[config.mk]
export PLATFORM = sky130hd
export DESIGN_NAME = mem_arbiter
export DESIGN_NICKNAME = d
export VERILOG_FILES = /design/src/rtl/core_pkg.sv /design/src/rtl/rr_picker.sv /design/src/rtl/mem_arbiter.sv
export SDC_FILE = /design/constraint.sdc
export NUM_CORES = 1
export LEC_CHECK = 0
export CAP_MARGIN = 20
export CELL_PAD_IN_SITES_DETAIL_PLACEMENT = 0
export CELL_PAD_IN_SITES_GLOBAL_PLACEMENT = 1
export CORE_MARGIN = 2
export CORE_UTILIZATION = 22
export DETAILED_ROUTE_END_ITERATION = 12
export GPL_TIMING_DRIVEN = 0
export PLACE_DENSITY = 0.9
export SLEW_MARGIN = 10
export SYNTH_ARGS = -nofsm -noshare
export SYNTH_HDL_FRONTEND = slang
export SYNTH_SLANG_ARGS = --single-unit
export TNS_END_PERCENT = 20
[constraint.sdc]
create_clock -name clk -period 2 [get_ports clk]
set_input_delay 0.4 -clock clk [delete_from_list [all_inputs] [get_ports clk]]
set_output_delay 0.4 -clock clk [all_outputs]
set_load 0.02 [all_outputs]
[src/rtl/core_pkg.sv]
// Shared definitions for the memory arbiter: RV32 load/store size codes and
// the lock-FSM state encoding used when MEM_ARB_LOCK_EN is defined.
package core_pkg;

  localparam logic [2:0] LB  = 3'b000;
  localparam logic [2:0] LH  = 3'b001;
  localparam logic [2:0] LW  = 3'b010;
  localparam logic [2:0] LBU = 3'b100;
  localparam logic [2:0] LHU = 3'b101;
  localparam logic [2:0] SB  = 3'b000;
  localparam logic [2:0] SH  = 3'b001;
  localparam logic [2:0] SW  = 3'b010;

  typedef enum logic {
    UNLOCKED = 1'b0,
    LOCKED   = 1'b1
  } lock_state_e;

endpackage

[src/rtl/rr_picker.sv]
// Round-robin winner selection: rotate requests so rr_ptr lands at bit 0,
// pick the lowest set bit, then rotate the index back into channel space.
module rr_picker #(
  parameter int NCH = 2,
  parameter int PW  = $clog2(NCH)
) (
  input  logic [NCH-1:0] req,
  input  logic [PW-1:0]  ptr,
  output logic [NCH-1:0] gnt,
  output logic [PW-1:0]  winner,
  output logic           valid
);

  logic [NCH-1:0] rotated;
  logic [PW-1:0]  offset;

  always_comb begin
    rotated = NCH'({req, req} >> ptr);
    offset  = '0;
    valid   = 1'b0;
    for (int i = NCH - 1; i >= 0; i--) begin
      if (rotated[i]) begin
        offset = PW'(i);
        valid  = 1'b1;
      end
    end
    winner = PW'((int'(offset) + int'(ptr)) % NCH);
    gnt    = '0;
    if (valid) gnt[winner] = 1'b1;
  end

endmodule

[src/rtl/mem_arbiter.sv]
// N-channel round-robin arbiter in front of a single-port memory, with a
// registered command stage and a one-cycle load response stage.
// Optional bus locking is enabled by defining MEM_ARB_LOCK_EN.
module mem_arbiter
  import core_pkg::*;
#(
  parameter int NCH = 2,
  parameter int AW  = 8,
  parameter int DW  = 32
) (
  input  logic              clk,
  input  logic              rst,
  input  logic [NCH-1:0]    req,
  input  logic [NCH-1:0]    we,
  input  logic [NCH*AW-1:0] addr,
  input  logic [NCH*DW-1:0] wdata,
  input  logic [NCH*3-1:0]  func3,
`ifdef MEM_ARB_LOCK_EN
  input  logic [NCH-1:0]    lock,
`endif
  output logic [NCH-1:0]    gnt,
  output logic [NCH-1:0]    rvalid,
  output logic [DW-1:0]     rdata,
  output logic              m_rd,
  output logic              m_wr,
  output logic [AW-1:0]     m_addr,
  output logic [DW-1:0]     m_wdata,
  output logic [2:0]        m_func3,
  input  logic [DW-1:0]     m_rdata
);

  localparam int PW = $clog2(NCH);

  logic [NCH-1:0] arb_req;
  logic [NCH-1:0] pick_gnt;
  logic [PW-1:0]  rr_ptr;
  logic [PW-1:0]  winner;
  logic [PW-1:0]  ptr_inc;
  logic [PW-1:0]  cmd_owner;
  logic           pick_valid;
  logic           accept;
  logic           advance;

`ifdef MEM_ARB_LOCK_EN
  lock_state_e   state, state_nxt;
  logic [PW-1:0] lock_owner, lock_owner_nxt;

  // While locked only the owner may compete, and the pointer is frozen.
  assign arb_req = (state == LOCKED) ? (req & (NCH'(1) << lock_owner)) : req;
  assign advance = accept && (state == UNLOCKED);

  always_ff @(posedge clk or negedge rst) begin
    if (!rst) begin
      state      <= UNLOCKED;
      lock_owner <= '0;
    end else begin
      state      <= state_nxt;
      lock_owner <= lock_owner_nxt;
    end
  end

  always_comb begin
    state_nxt      = state;
    lock_owner_nxt = lock_owner;
    case (state)
      UNLOCKED: begin
        if (accept && lock[winner]) begin
          state_nxt      = LOCKED;
          lock_owner_nxt = winner;
        end
      end
      LOCKED: begin
        if (!req[lock_owner] || (accept && !lock[lock_owner])) state_nxt = UNLOCKED;
      end
    endcase
  end
`else
  assign arb_req = req;
  assign advance = accept;
`endif

  rr_picker #(.NCH(NCH), .PW(PW)) u_picker (
    .req    (arb_req),
    .ptr    (rr_ptr),
    .gnt    (pick_gnt),
    .winner (winner),
    .valid  (pick_valid)
  );

  assign accept  = pick_valid && rst;
  assign gnt     = accept ? pick_gnt : '0;
  assign ptr_inc = (winner == PW'(NCH - 1)) ? '0 : winner + PW'(1);
  assign rdata   = (|rvalid) ? m_rdata : '0;

  // Command stage captures the winner's fields; response stage tags the
  // returning load data with the channel that issued it one cycle earlier.
  always_ff @(posedge clk or negedge rst) begin
    if (!rst) begin
      rr_ptr    <= '0;
      m_rd      <= 1'b0;
      m_wr      <= 1'b0;
      m_addr    <= '0;
      m_wdata   <= '0;
      m_func3   <= '0;
      cmd_owner <= '0;
      rvalid    <= '0;
    end else begin
      if (advance) rr_ptr <= ptr_inc;
      m_rd <= accept && !we[winner];
      m_wr <= accept && we[winner];
      if (accept) begin
        m_addr    <= addr[int'(winner)*AW +: AW];
        m_wdata   <= wdata[int'(winner)*DW +: DW];
        m_func3   <= func3[int'(winner)*3 +: 3];
        cmd_owner <= winner;
      end
      rvalid <= m_rd ? (NCH'(1) << cmd_owner) : '0;
    end
  end

endmodule

# Word level (Yosys, flattened, before mapping)
# Index checks and enable logic that the tools add are counted.
# word_totals
register_bits	49
input_bits	124
out_inout_bits	81
word_cells	36
# op_classes
n_addsub	2
mul	1
magnitude_cmp	2
shifts	5
mux	12
n_reduce_logical	6
# op_table
cell	count
64-bit by 7-bit indexed part select with 32-bit output	1
32-bit 2-to-1 mux	1
16-bit by 5-bit indexed part select with 8-bit output	1
1-bit 2-to-1 mux	7
2-bit 2-to-1 mux	3
6-bit by 4-bit indexed part select with 3-bit output	1
1-bit logical AND	4
4-bit by 1-bit >> shifter with 2-bit output	1
1-bit by 2-bit multiplier with 3-bit output, second input constant	1
1-bit by 2-bit < comparator with 1-bit output, second input constant	1
2-bit OR reduction	1
1-bit by 1-bit left shift with 2-bit output, first input constant	1
1-bit adder	1
1-bit adder, second input constant	1
1-bit demux with 1-bit select	1
1-bit greater-or-equal comparator, second input constant	1
1-bit logical NOT	1

# Logic depth before layout (Yosys ltp)
# depth
ltp_word	10
depth_mapped	5
mapped_depth_nobuf	3

# Hierarchy
# A second synthesis with hierarchy kept.
# hier_totals
hier_cells	252
area_unflattened_um2	2593.7
# by_module_without_submodules
mod	n_inst	cells_per_inst	area_per_inst_um2	seq_area_each_um2
mem_arbiter	1	246	2557.5	1226.2
rr_picker	1	6	36.3	0.0

# Worst setup path after synthesis
# Ideal clock, no wire load.
# synth_path
kind	register to output
startpoint	register rvalid[1]
endpoint	output port rdata[10]
arrival_time_ns	1.125
t_required_ns	1.600
setup_slack_ns	0.475
path_stages_with_launch	4
path_buffers	1
cell_sequence	dfrtp_1 nor2_1 clkbuf_1 nor2b_1
# synth_between
elab_chain_cells	2
# synth_lines
element	line	text
from (decl)	mem_arbiter.sv:22	output logic [NCH-1:0] rvalid,
from (signal assigned)	mem_arbiter.sv:117	rvalid <= m_rd ? (NCH'(1) << cmd_owner) : '0;
2-bit OR reduction	mem_arbiter.sv:93	assign rdata = (|rvalid) ? m_rdata : '0;
32-bit 2-to-1 mux	mem_arbiter.sv:93	
to (decl)	mem_arbiter.sv:23	output logic [DW-1:0] rdata,
# No other way between the ends.

# Final worst setup path
# layout_path
startpoint	input port req[0]
endpoint	output port gnt[0]
# layout_between
elab_chain_cells	10
elab_cells_between_ends	13
cone_classes	add/sub (1); order compare (2); shift (1); mux (7); reduce/logical (2)
# layout_lines
element	line	text
from (decl)	mem_arbiter.sv:13	input logic [NCH-1:0] req,
4-bit by 1-bit >> shifter with 2-bit output *	rr_picker.sv:18	rotated = NCH'({req, req} >> ptr);
1-bit 2-to-1 mux (2 in a row)	rr_picker.sv:22	if (rotated[i]) begin
1-bit adder	rr_picker.sv:27	winner = PW'((int'(offset) + int'(ptr)) % NCH);
1-bit by 2-bit < comparator with 1-bit output (not written as such) / 1-bit greater-or-equal comparator (equally long branches)	rr_picker.sv:29	if (valid) gnt[winner] = 1'b1;
1-bit logical AND (not written as such)	rr_picker.sv:29	
1-bit 2-to-1 mux (not written as such)	rr_picker.sv:29	
1-bit demux with 1-bit select	-	
2-bit 2-to-1 mux	rr_picker.sv:29	
2-bit 2-to-1 mux *	mem_arbiter.sv:91	assign gnt = accept ? pick_gnt : '0;
to (decl)	mem_arbiter.sv:21	output logic [NCH-1:0] gnt,
# Mark *: on every way between the ends. The rest lies on a longest branch, timed or not.

==> metrics.yaml <==
power_and_ir_drop:
  power.internal_mw: 2.176
  peakVddDrop_uv: 343.7
  power_switching_mw: 0.9184
  power_mw: 3.094
  swShare_pct: 29.68
  seqPwrFrac_pct: 39.1
  leakage_nw: 2.046
  clockPowerShare_pct: 22.3
  power_frac_comb_pct: 38.6
  power.density_nw_per_um2: 662.5
die:
  io_pins: 205
  dieWidth_um: 107.5
  die_h_um: 107.5
  start_util_pct: 22.72
  dieArea_um2: 11550
  row_count: 37
  core_area_um2: 10370
worst_setup_path:
  crit_path_max_fanout: 10
  criticalPathCategory: "primary input to primary output"
  path_cells: "dlygate4sd2_1 -> a21boi_2 -> and2_4 -> buf_6 -> buf_6 -> buf_2"
  path_buf_inv: 4
  startpoint_type: "primary input"
  critPathArrivalTime_ns: 1.54
  crit_path_frequent_cell: "buf_6"
  required_ns: 1.60
  cp_top_family: "buffers and inverters"
  slowest_stage: "dlygate4sd2_1"
  max_stage_delay_ns: 0.30
  cp-end-kind: "primary output"
detailed_routing:
  first_pass_iters: 4
  num_vias: 2469
  initialDrtViolationCount: 54
  wl_mm: 8.428
  final_antenna_net_count: 0
  drcViolationCount: 0
  via_per_inst: 4.505
  wl_per_cell_um: 15.38
timing:
  setup_violations: 0
  worst_pin_slew_ns: 0.4029
  fin_skew_ns: 0.006768
  final.setup.tns_ns: 0
  hold_viol: 0
  min_period_ns: 1.941
  fin_crit_sh_pct: 97.06
  finalMaxSlewViolations: 0
  slew_headroom_pct: 73.14
  timing.fmax_mhz: 515.1
clocking:
  clock_latency_ns: 0.30
  clock_sinks: 49
  root_buffer: "clkbuf_8"
  htree_levels: 2
  cts_tree: "done"
  numCtsBuffers: 5
  clk_pin_slew_ns: 0.09
  clock_path_buffers: 2
  hold_buffers: 0
logic_synthesis:
  yosysSeqAreaShare_pct: 52.04
  synth_top_cell_by_area: "dfrtp_1"
  synth.avg_cell_area_um2: 11.84
  ys_ff_latch: 49
  syn_area_um2: 2356
  async_flop_share_pct: 100.0
  synthDistinctLibCells: 18
  yosysWarnings: 0
  synthFlopType: "dfrtp_1"
  synth_nets: 323
  synth_area_leaders: "dfrtp_1, a221o_1, and2_1, nor2b_1, buf_6"
  syn_inst: 199
  yosysMostFrequentCell: "dfrtp_1"
  synth_top_area_share_pct: 52.04
  synth_edf_count: 0
  yosys-top-cells-count: "dfrtp_1, and2_1, a221o_1"
global_routing:
  grt_max_degree: 29
  gr-usage-met3_pct: 4.600
  busiest_layer: "met2"
  grt_use_total_pct: 14.26
  use_met1_pct: 15.37
  grt_overflow: 0
  antenna_found_initial: 0
  met2_usage_pct: 26.64
  grt_pass1_wl_mm: 12.88
  grt_pass1_vias: 2578
place:
  numPortBuffers: 204
  place.detailed.hpwl_mm: 6.591
  finalWeightedCongestion: 0.7466
layout:
  num-fill-cells: 985
  multi_input_area_um2: 1025
  seqCellArea_um2: 1226
  diodes: 0
  syn_to_final_growth_pct: 98.25
  nets: 536
  utilization_pct: 45.04
  drive_above_1_share_pct: 7.282
worst_hold_path:
  min_path_type: "primary input to asynchronous set/reset pin"
run:
  drv_cap: 0
outcome:
  status: "completed"
## per-stage QoR
| step | worst slack [ns] | cell area, um2 | hold WS [ns] | std cells |
|---|---|---|---|---|
| 6_report | 0.05870 | 4671 | 0.004456 | 548 |
| 5_1_grt | -0.001613 | 4671 | 0.006816 | 548 |
| 4_1_cts | 0.05975 | 4663 | 0.002850 | 548 |
| 3_5_place_dp | -0.6146 | 4583 | 0.4442 | 540 |
| 3_3_place_gp | -2.360 | 4568 | 0.4296 | 539 |
| 2_1_floorplan | 0.4751 | 2356 | 0.1044 | 199 |
## final timing paths
check,start,endpoint,slack [ns],cells past startpoint
setup / recovery,req[0],gnt[0],0.06,6
hold / removal,rst,m_wdata[10],0.004,1
setup reg to reg,rr_ptr,m_wdata[26],0.48,5
hold reg to reg,cmd_owner,rvalid[0],0.46,1
max in group asynchronous,rst,m_wdata[27],1.52,2
min in group clk,cmd_owner,rvalid[0],0.46,1
## cell families after synthesis
group	share of synthesized area (%)
buffers and inverters	5.098
AOI/OAI and AO/OA	20.45
and+or+nand+nor	22.41
DFF	52.04
## state kept, by name, summed over array words and instances, names as in the netlist
name       flops
m_wdata       32
m_addr         8
m_func3        3
rvalid         2
cmd_owner      1
m_rd           1
m_wr           1
rr_ptr         1
## power by group through the flow
stage / Clock (mW) / Combinational [mW] / Sequential (mW)
5_1_grt: 0.764 / 1.27 / 1.23
3_3_place_gp: 0 / 1.21 / 1.22
2_1_floorplan: 0 / 0.350 / 1.39
6_report: 0.691 / 1.19 / 1.21
4_1_cts: 0.719 / 1.21 / 1.21
3_5_place_dp: 0 / 1.23 / 1.22
## metal layers
layer	share of wire, %	vias to the layer above
met2	51	146
met4	0.84	0
met3	10	4
met1	38	1175
met5	0	-
li1	-	1144
## final cells by class
cell class                      count  share of cell area, %
Tap cell                          136                  3.643
Sequential cell                    49                  26.25
Clock buffer                        5                  1.473
Multi-Input combinational cell    133                  21.94
Buffer                             17                  2.813
Clock inverter                      2                 0.7501
Timing Repair Buffer              206                  43.13
## what timing repair did
item	4_1_cts	5_1_grt
resized for setup	51	1
setup endpoints to repair	34	1
setup buffers	1	0
## placed cells by master, fill, tap and decap left out
cell	count
buf_6	7
and2_4	1
a221o_1	43
and2_1	44
nor2b_1	34
dlygate4sd2_1	34
clkinv_2	1
clkbuf_1	4
buf_2	5
and3_1	1
o21ai_2	1
clkbuf_4	3
clkbuf_8	5
or2b_1	1
buf_4	2
nor2_4	1
buf_12	1
nand2b_4	1
clkdlybuf4s50_1	167
bufinv_16	1
a21o_1	2
a21boi_0	1
dfrtp_1	49
a21boi_2	1
nand3b_1	1
a32oi_1	1
Power figures use the tool's default switching activity.
